==> config.mk <==
export PLATFORM = sky130hd
export DESIGN_NAME = obstacle_spawner
export DESIGN_NICKNAME = d
export VERILOG_FILES = /design/src/rtl/dino_pkg.sv /design/src/rtl/spawn_decode.sv /design/src/rtl/obstacle_spawner.sv
export SDC_FILE = /design/constraint.sdc
export NUM_CORES = 1
export LEC_CHECK = 0
export BUFFER_PORTS_ARGS = -buffer_cell sky130_fd_sc_hd__buf_2
export CAP_MARGIN = 5
export CORE_ASPECT_RATIO = 0.75
export CORE_MARGIN = 5
export CORE_UTILIZATION = 49
export DETAILED_ROUTE_END_ITERATION = 10
export PLACE_DENSITY = 0.75
export SLEW_MARGIN = 10
export SYNTH_ARGS = -nofsm -noshare
export SYNTH_HDL_FRONTEND = slang
export SYNTH_SLANG_ARGS = --single-unit
==> constraint.sdc <==
create_clock -name clk -period 2.08 [get_ports clk]
set_input_delay 0.208 -clock clk [delete_from_list [all_inputs] [get_ports clk]]
set_output_delay 0.208 -clock clk [all_outputs]
set_load 0.01 [all_outputs]
==> src/rtl/dino_pkg.sv <==
// Shared obstacle constants and spawner state encoding for the dino game blocks.
package dino_pkg;

    localparam logic [1:0] OBS_SMALL = 2'd0;
    localparam logic [1:0] OBS_LARGE = 2'd1;
    localparam logic [1:0] OBS_GROUP = 2'd2;
    localparam logic [1:0] OBS_BIRD  = 2'd3;

    localparam logic [1:0] H_LOW  = 2'd0;
    localparam logic [1:0] H_MID  = 2'd1;
    localparam logic [1:0] H_HIGH = 2'd2;

    typedef enum logic [1:0] {
        IDLE  = 2'd0,
        GAP   = 2'd1,
        OFFER = 2'd2
    } spawn_state_t;

endpackage

==> src/rtl/spawn_decode.sv <==
// Maps random bits and difficulty level to obstacle type and bird height.
module spawn_decode
    import dino_pkg::*;
#(
    parameter int BIRD_LEVEL = 2
) (
    input  logic [1:0] rnd_type,
    input  logic [1:0] rnd_height,
    input  logic [1:0] level,
    output logic [1:0] obs_type,
    output logic [1:0] obs_height
);

    localparam logic [2:0] BIRD_LVL = 3'(BIRD_LEVEL);

    always_comb begin
        obs_type   = rnd_type;
        obs_height = H_LOW;
        // Below the bird level a would-be bird falls back to a small cactus.
        if (rnd_type == OBS_BIRD && {1'b0, level} < BIRD_LVL)
            obs_type = OBS_SMALL;
        if (obs_type == OBS_BIRD) begin
            case (rnd_height)
                2'b00:   obs_height = H_LOW;
                2'b01:   obs_height = H_MID;
                2'b10:   obs_height = H_HIGH;
                default: obs_height = H_MID;
            endcase
        end
    end

endmodule

==> src/rtl/obstacle_spawner.sv <==
// Counts frame ticks through a randomised gap, then offers one obstacle spawn
// request over a valid/ack handshake.
module obstacle_spawner
    import dino_pkg::*;
#(
    parameter int MIN_GAP    = 40,
    parameter int GAP_W      = 8,
    parameter int BIRD_LEVEL = 2
) (
    input  logic       clk,
    input  logic       rst,
    input  logic [7:0] rnd,
    input  logic       tick,
    input  logic       game_run,
    input  logic [1:0] level,
    input  logic       spawn_ack,
    output logic       spawn_valid,
    output logic [1:0] spawn_type,
    output logic [1:0] spawn_height,
    output logic [7:0] spawn_count
);

    spawn_state_t     state_q, state_d;
    logic [GAP_W-1:0] gap_cnt_q, gap_cnt_d;
    logic             valid_q, valid_d;
    logic [1:0]       type_q, type_d;
    logic [1:0]       height_q, height_d;
    logic [7:0]       count_q, count_d;

    logic [1:0]       dec_type, dec_height;
    logic [GAP_W-1:0] gap_load;

    spawn_decode #(.BIRD_LEVEL(BIRD_LEVEL)) u_decode (
        .rnd_type  (rnd[7:6]),
        .rnd_height(rnd[1:0]),
        .level     (level),
        .obs_type  (dec_type),
        .obs_height(dec_height)
    );

    // Higher levels shift the random part down, shortening the average gap.
    assign gap_load = GAP_W'(MIN_GAP) + GAP_W'(rnd[5:0] >> level);

    always_comb begin
        state_d   = state_q;
        gap_cnt_d = gap_cnt_q;
        valid_d   = valid_q;
        type_d    = type_q;
        height_d  = height_q;
        count_d   = count_q;
        if (!game_run) begin
            state_d   = IDLE;
            valid_d   = 1'b0;
            gap_cnt_d = '0;
        end else begin
            case (state_q)
                IDLE: begin
                    gap_cnt_d = gap_load;
                    state_d   = GAP;
                end
                GAP: begin
                    if (tick) begin
                        if (gap_cnt_q == GAP_W'(1)) begin
                            state_d   = OFFER;
                            valid_d   = 1'b1;
                            type_d    = dec_type;
                            height_d  = dec_height;
                            gap_cnt_d = '0;
                        end else begin
                            gap_cnt_d = gap_cnt_q - GAP_W'(1);
                        end
                    end
                end
                OFFER: begin
                    if (spawn_ack) begin
                        valid_d   = 1'b0;
                        count_d   = count_q + 8'd1;
                        gap_cnt_d = gap_load;
                        state_d   = GAP;
                    end
                end
                default: begin
                    state_d   = IDLE;
                    valid_d   = 1'b0;
                    gap_cnt_d = '0;
                end
            endcase
        end
    end

    always_ff @(posedge clk or negedge rst) begin
        if (!rst) begin
            state_q   <= IDLE;
            gap_cnt_q <= '0;
            valid_q   <= 1'b0;
            type_q    <= OBS_SMALL;
            height_q  <= H_LOW;
            count_q   <= 8'd0;
        end else begin
            state_q   <= state_d;
            gap_cnt_q <= gap_cnt_d;
            valid_q   <= valid_d;
            type_q    <= type_d;
            height_q  <= height_d;
            count_q   <= count_d;
        end
    end

    assign spawn_valid  = valid_q;
    assign spawn_type   = type_q;
    assign spawn_height = height_q;
    assign spawn_count  = count_q;

endmodule

; Yosys cells after proc, flatten, opt, wreduce, memory -nomap -nowiden
; Index checks and enable logic that the tools add are counted.
; W data, S select, Z words.
[totals]
register_bits = 23
mem_bits_ro = 0
out_inout_bits = 13
latch_bits = 0
memories = 0
mem_bits_rw = 0
[classes]
n_reduce_logical = 8
eq_ne = 10
bitwise_logic = 0
mul = 0
addsub = 3
n_mux = 18
order_cmp = 1
n_shift = 1
div_mod_pow = 0
[ops]
columns = op, count
row1 = $mux W8, 4
row2 = $pmux W8 S3, 1
row3 = $mux W2, 6
row4 = $ne A3 B3 Y1 const B, 3
row5 = $add A6 B8 Y8 const A, 1
row6 = $add A8 B1 Y8 const B, 1
row7 = $eq A2 B2 Y1 const B, 4
row8 = $eq A8 B1 Y1 const B, 1
row9 = $reduce_and A4 Y1, 2
row10 = $shr A6 B2 Y8, 1
row11 = $sub A8 B1 Y8 const B, 1
row12 = $pmux W2 S3, 1
row13 = $reduce_and A3 Y1, 2
row14 = $logic_not A2 Y1, 2
row15 = $mux W1, 4
row16 = $pmux W2 S2, 1
row17 = $pmux W1 S3, 1
row18 = $eq A2 B1 Y1 const B, 1
row19 = $lt A2 B2 Y1 const B, 1
row20 = $ne A2 B2 Y1 const B, 1
row21 = $reduce_and A2 Y1, 1
row22 = $logic_and A1 B1 Y1, 1

; Logic depth before layout (Yosys ltp)
[depth]
depth_word = 5
mapped_depth = 7

; Cells and area by module
; From an unflattened synthesis, not the netlist that was laid out.
[unflattened]
cells_unflattened = 134
hier_area_um2 = 1413.9
[by_module_without_submodules]
columns = module, area_per_inst_um2, seq_area_each_um2, instances, cells_per_inst
row1 = obstacle_spawner, 1365.1, 575.6, 1, 127
row2 = spawn_decode, 48.8, 0.0, 1, 7

; Least setup slack after synthesis
; Ideal clock, no wire load.
[synth_path]
kind = flip-flop to flip-flop
startpoint = register gap_cnt_q[1]
endpoint = register type_q[0] (netlist: spawn_type[0])
path_stages_with_launch = 6
t_arrival_ps = 1760
required_ps = 1955
setup_time_ps = 125
slack_ps = 195
cell_sequence = dfrtp_1 > inv_1 > ha_1 > or4b_4 > nor4_4 > mux2_4
[synth_via]
elab_chain_len = 2
[synth_rtl]
columns = item, line
row1 = "start, declared", obstacle_spawner.sv:24  ; logic [GAP_W-1:0] gap_cnt_q, gap_cnt_d;
row2 = "start signal, assigned", obstacle_spawner.sv:101  ; gap_cnt_q <= gap_cnt_d;
row3 = $eq A8 B1 Y1, obstacle_spawner.sv:63  ; if (gap_cnt_q == GAP_W'(1)) begin
row4 = $reduce_and A4 Y1 (no source line), --
row5 = "end signal, assigned", obstacle_spawner.sv:103  ; type_q <= type_d;
row6 = "end, declared", obstacle_spawner.sv:26  ; logic [1:0] type_q, type_d;
; Every way passes these cells.
; A chain may end at the register's enable or synchronous reset.

; Final worst setup path
[layout_path]
startpoint = register gap_cnt_q[1]
endpoint = register valid_q (netlist: spawn_valid)
[layout_via]
elab_chain_len = 3
[layout_rtl]
columns = item, line
row1 = $eq A8 B1 Y1, obstacle_spawner.sv:63
row2 = $ne A3 B3 Y1 (no source line), --
row3 = $reduce_and A4 Y1 (no source line), --
row4 = "end signal, assigned", obstacle_spawner.sv:102  ; valid_q <= valid_d;
row5 = "end, declared", obstacle_spawner.sv:25  ; logic valid_q, valid_d;
; Every way passes these cells.

==> results.rst <==
.. list-table::
   :header-rows: 1

   * - Metric
     - Value
   * - Outcome
     - complete, no violations
   * - Worst reg2reg endpoint
     - spawn_valid
   * - F_max
     - approximately 520 MHz
   * - CTS tree
     - built
   * - Headroom to the max-slew limit
     - between 60% and 70%
   * - Worst Reg-to-Reg Cells
     - 6
   * - Worst path setup slack after routing
     - about 0.14 ns
   * - Overall Global Routing Usage
     - roughly 15%
   * - Input/output buffers
     - 27
   * - R2r startpoint
     - gap_cnt_q[1]
   * - Worst setup path endpoint
     - spawn_valid
   * - Number of max-cap violations
     - 0
   * - Cell type with the largest total area after synthesis
     - sky130_fd_sc_hd__dfrtp_1
   * - Placer Congestion
     - approximately 0.86
   * - Clk_skew
     - 0.00424 ns
   * - Number of global-route vias before repair
     - 1103
   * - CTS Sinks
     - 23
   * - Clock latency on the worst-skew pair
     - approximately 0.26 ns
   * - Fraction of registers with async set/reset
     - between 90% and 100%
   * - Launching instance or port of the critical path
     - gap_cnt_q[1]
   * - Net count of the finished layout
     - roughly 190
   * - Leading post-synthesis cells by cell area
     - sky130_fd_sc_hd__dfrtp_1, sky130_fd_sc_hd__mux2i_1, sky130_fd_sc_hd__inv_1
   * - Overall overflow remaining after global route
     - 0
   * - Hpwl dp
     - around 2.4 mm
   * - Effective utilization at floorplan
     - around 52%
   * - Wire length of the first global-routing pass
     - between 4 and 5 mm
   * - Number of endpoints failing setup at the final stage
     - 0
   * - Number of violations reported at the end of detailed-routing iteration 0
     - between 50 and 60
   * - Remaining design rule violation count
     - 0
   * - Setup TNS
     - 0 ns
   * - Worst-case register-to-register setup slack
     - roughly 0.14 ns
   * - Power density relative to cell area
     - around 1200 nW/µm²
   * - Clk buf depth
     - 2
   * - Antenna violations before repair
     - 0
   * - Die ar.
     - 4010 µm²
   * - Routed Antenna Nets
     - 0
   * - Number of inserted filler cells in the final layout
     - approximately 230
   * - ANT cells
     - 0
   * - Data required time at the worst endpoint
     - around 2.2 ns
   * - RSZ-0062 raised after global routing
     - no
   * - Final number of hold-violating endpoints
     - 0
   * - Routed len/inst
     - 14.8 µm
   * - Leak pwr
     - around 0.8 nW
   * - Average cell area after synthesis
     - approximately 10 µm²
   * - Final hold slack
     - approximately 0.20 ns
   * - Most instantiated flip-flop cell in the synthesis netlist
     - sky130_fd_sc_hd__dfrtp_1
   * - WP buf/inv
     - 1
   * - Vertical extent of the die
     - about 56 µm
   * - Number of different library cells in the post-synthesis netlist
     - 45
   * - Data arrival time of the critical path
     - between 2 and 2.5 ns
   * - Kind of launch point of the worst setup path
     - register
   * - Pins over their slew limit
     - 0
   * - Cell area after placement
     - roughly 1600 µm²
   * - Post-route fraction of the period consumed by the critical path
     - 93.2%
   * - Syn Inst Count
     - approximately 140
   * - Worst slack at placement
     - around 0.18 ns
   * - Routed Wire Length
     - 3.03 mm
   * - Pin count of the biggest net entering global routing
     - 24
   * - Yosys warnings
     - 0
   * - Root buffer cell
     - sky130_fd_sc_hd__clkbuf_8
   * - Multi-input gate area
     - ~740 µm²
   * - I/O pin cnt
     - 28
   * - Share of post-route cells with drive strength above 1
     - between 20% and 30%
   * - Type of the tightest min-delay check
     - input port to register
   * - H-tree depth
     - 1
   * - Start-to-end type of the worst setup path
     - register to register
   * - Synthesized net count
     - ~160
   * - Part of the Yosys area used for sequential elements
     - between 40% and 50%
   * - Maximum vdd ir drop
     - between 0.0008 and 0.0009 V
   * - Vias post-DR
     - 1154
   * - Slowest cell on the critical path
     - sky130_fd_sc_hd__or4b_4
   * - Vias/cell
     - between 5 and 6
   * - Most frequent standard cell in the layout excluding fill and tap cells
     - sky130_fd_sc_hd__buf_2
   * - Area of the core region
     - ~2700 µm²
   * - Share of the synthesized area in the top cell type
     - between 40% and 50%
   * - Crit path depth
     - 6
   * - Horiz. Die Dim
     - around 70 µm
   * - EDFF count, synth
     - 0
   * - Growth of design area from synthesis to finish
     - 17.2%
   * - Minimum clock period
     - ~1.9 ns
   * - Capturing element type of the critical path
     - register
   * - Number of placed cells counting well taps
     - 200
   * - Longest individual stage delay on the worst path
     - ~0.51 ns
   * - Cell area after technology mapping
     - ~1400 µm²
   * - Largest fanout on the critical path
     - 5
   * - Worst-Margin Slew
     - ~0.56 ns
   * - CP delay by family, top
     - compound AO/OA/AOI/OAI gates
   * - Non-filler cells in the finished layout
     - approximately 200
   * - Total clock buffers created by CTS
     - 3
   * - Cell chain of the critical path
     - inv_1 > ha_1 > or4b_4 > o21bai_1 > a31oi_1 > a211oi_1
   * - Number of flip-flops and latches in the synthesized netlist
     - 23
   * - First-pass iteration count of the detailed router
     - 4
   * - Reg clk slew, reported paths
     - around 0.080 ns
   * - Count of buffers added by post-CTS timing repair for setup
     - 0
   * - Most frequent cells in the layout
     - sky130_fd_sc_hd__buf_2, sky130_fd_sc_hd__dfrtp_1, sky130_fd_sc_hd__inv_1
   * - Placement row count
     - 16
   * - Flip-flop and latch area
     - approximately 580 µm²
   * - Post-route cell area
     - 1630 µm²
==> registers in the layout, indices dropped and copies added (netlist names) <==
name,flops
gap_cnt_q,8
spawn_count,8
spawn_valid,1
spawn_height,2
state_q,2
spawn_type,2
==> Yosys cell counts (all sizes together), types with 2 or more instances <==
cell     number
a31oi         2
dfrtp        23
nor4bb        2
nand2         5
and3          2
o31ai         2
xnor2         6
nand3         3
nor4          3
a32o          2
nor2          7
nand3b        2
nor3b         2
o22ai         3
o21ai        10
xor2          3
o32a          2
nor2b         4
mux2          3
buf           3
o2bb2ai       2
mux2i         8
a21oi         2
clkbuf        3
ha            4
inv          14
nand4         2
==> per-layer routing <==
layer / part of all wire, % / wire (µm) / up-vias / GRT usage [%]
met3: 6.7 / 204 / 0 / 4.87
met1: 48 / 1450 / 545 / 20.7
li1: - / - / 570 / -
met5: 0 / 0 / - / 0
met4: 0 / 0 / 0 / 2.14
met2: 45 / 1370 / 39 / 23.7
==> tightest hold or removal path, stage by stage <==
cell	delay, ns
sky130_fd_sc_hd__buf_2	0.10
sky130_fd_sc_hd__nand3_1	0.06
sky130_fd_sc_hd__o21ai_0	0.06
==> cell type report <==
cell class	instances	share of cell area, %
Clock buffer	4	2.76
Inverter	14	3.23
Multi-Input combinational cell	96	45.2
Sequential cell	23	35.3
Tap cell	36	2.76
Timing Repair Buffer	32	10.8
==> cell families (layout without fill, tap and decap cells) <==
logic type	after synthesis	count (layout)	synth area share, %
XOR/XNOR	9	9	5.67
AO/OA/AOI/OAI	32	32	16.5
flip-flops	23	23	41.4
adder cells (fa/ha/maj)	4	4	3.60
AND/OR/NAND/NOR	40	40	18.7
multiplexers	11	11	8.46
buffers and inverters	20	50	5.67
==> how the worst min path moves through the flow <==
| stage | start | end | slack, ns | cells past startpoint |
|---|---|---|---|---|
| 3_5_place_dp | rst | spawn_height[0] | 0.21 | 1 |
| 4_1_cts | rnd[0] | spawn_height[0] | 0.20 | 3 |
| 3_3_place_gp | rst | spawn_height[1] | 0.21 | 1 |
| 6_report | rnd[0] | spawn_height[0] | 0.20 | 3 |
| 5_1_grt | rnd[0] | spawn_height[0] | 0.24 | 3 |
| 2_1_floorplan | rst | gap_cnt_q[0] | -0.09 | 0 |
==> per-stage QoR <==
step	power, mW	util, %
floorplan	1.34	-
global placement	1.58	59.1
detailed placement	1.62	59.1
CTS	1.90	61.2
global route	2.03	61.2
finish	1.90	61.2
==> where the power goes <==
group	switching [mW]	leakage, nW	internal (mW)
sequential	0.181	0.296	0.592
clock	0.134	0.0228	0.137
combinational	0.459	0.484	0.393
==> repair_timing <==
item                                   CTS  global route
endpoints found under the hold margin   23             0
hold buffers                             1             0
gates resized for setup                  0             0
Note: power is estimated with default switching activity, not from simulation.
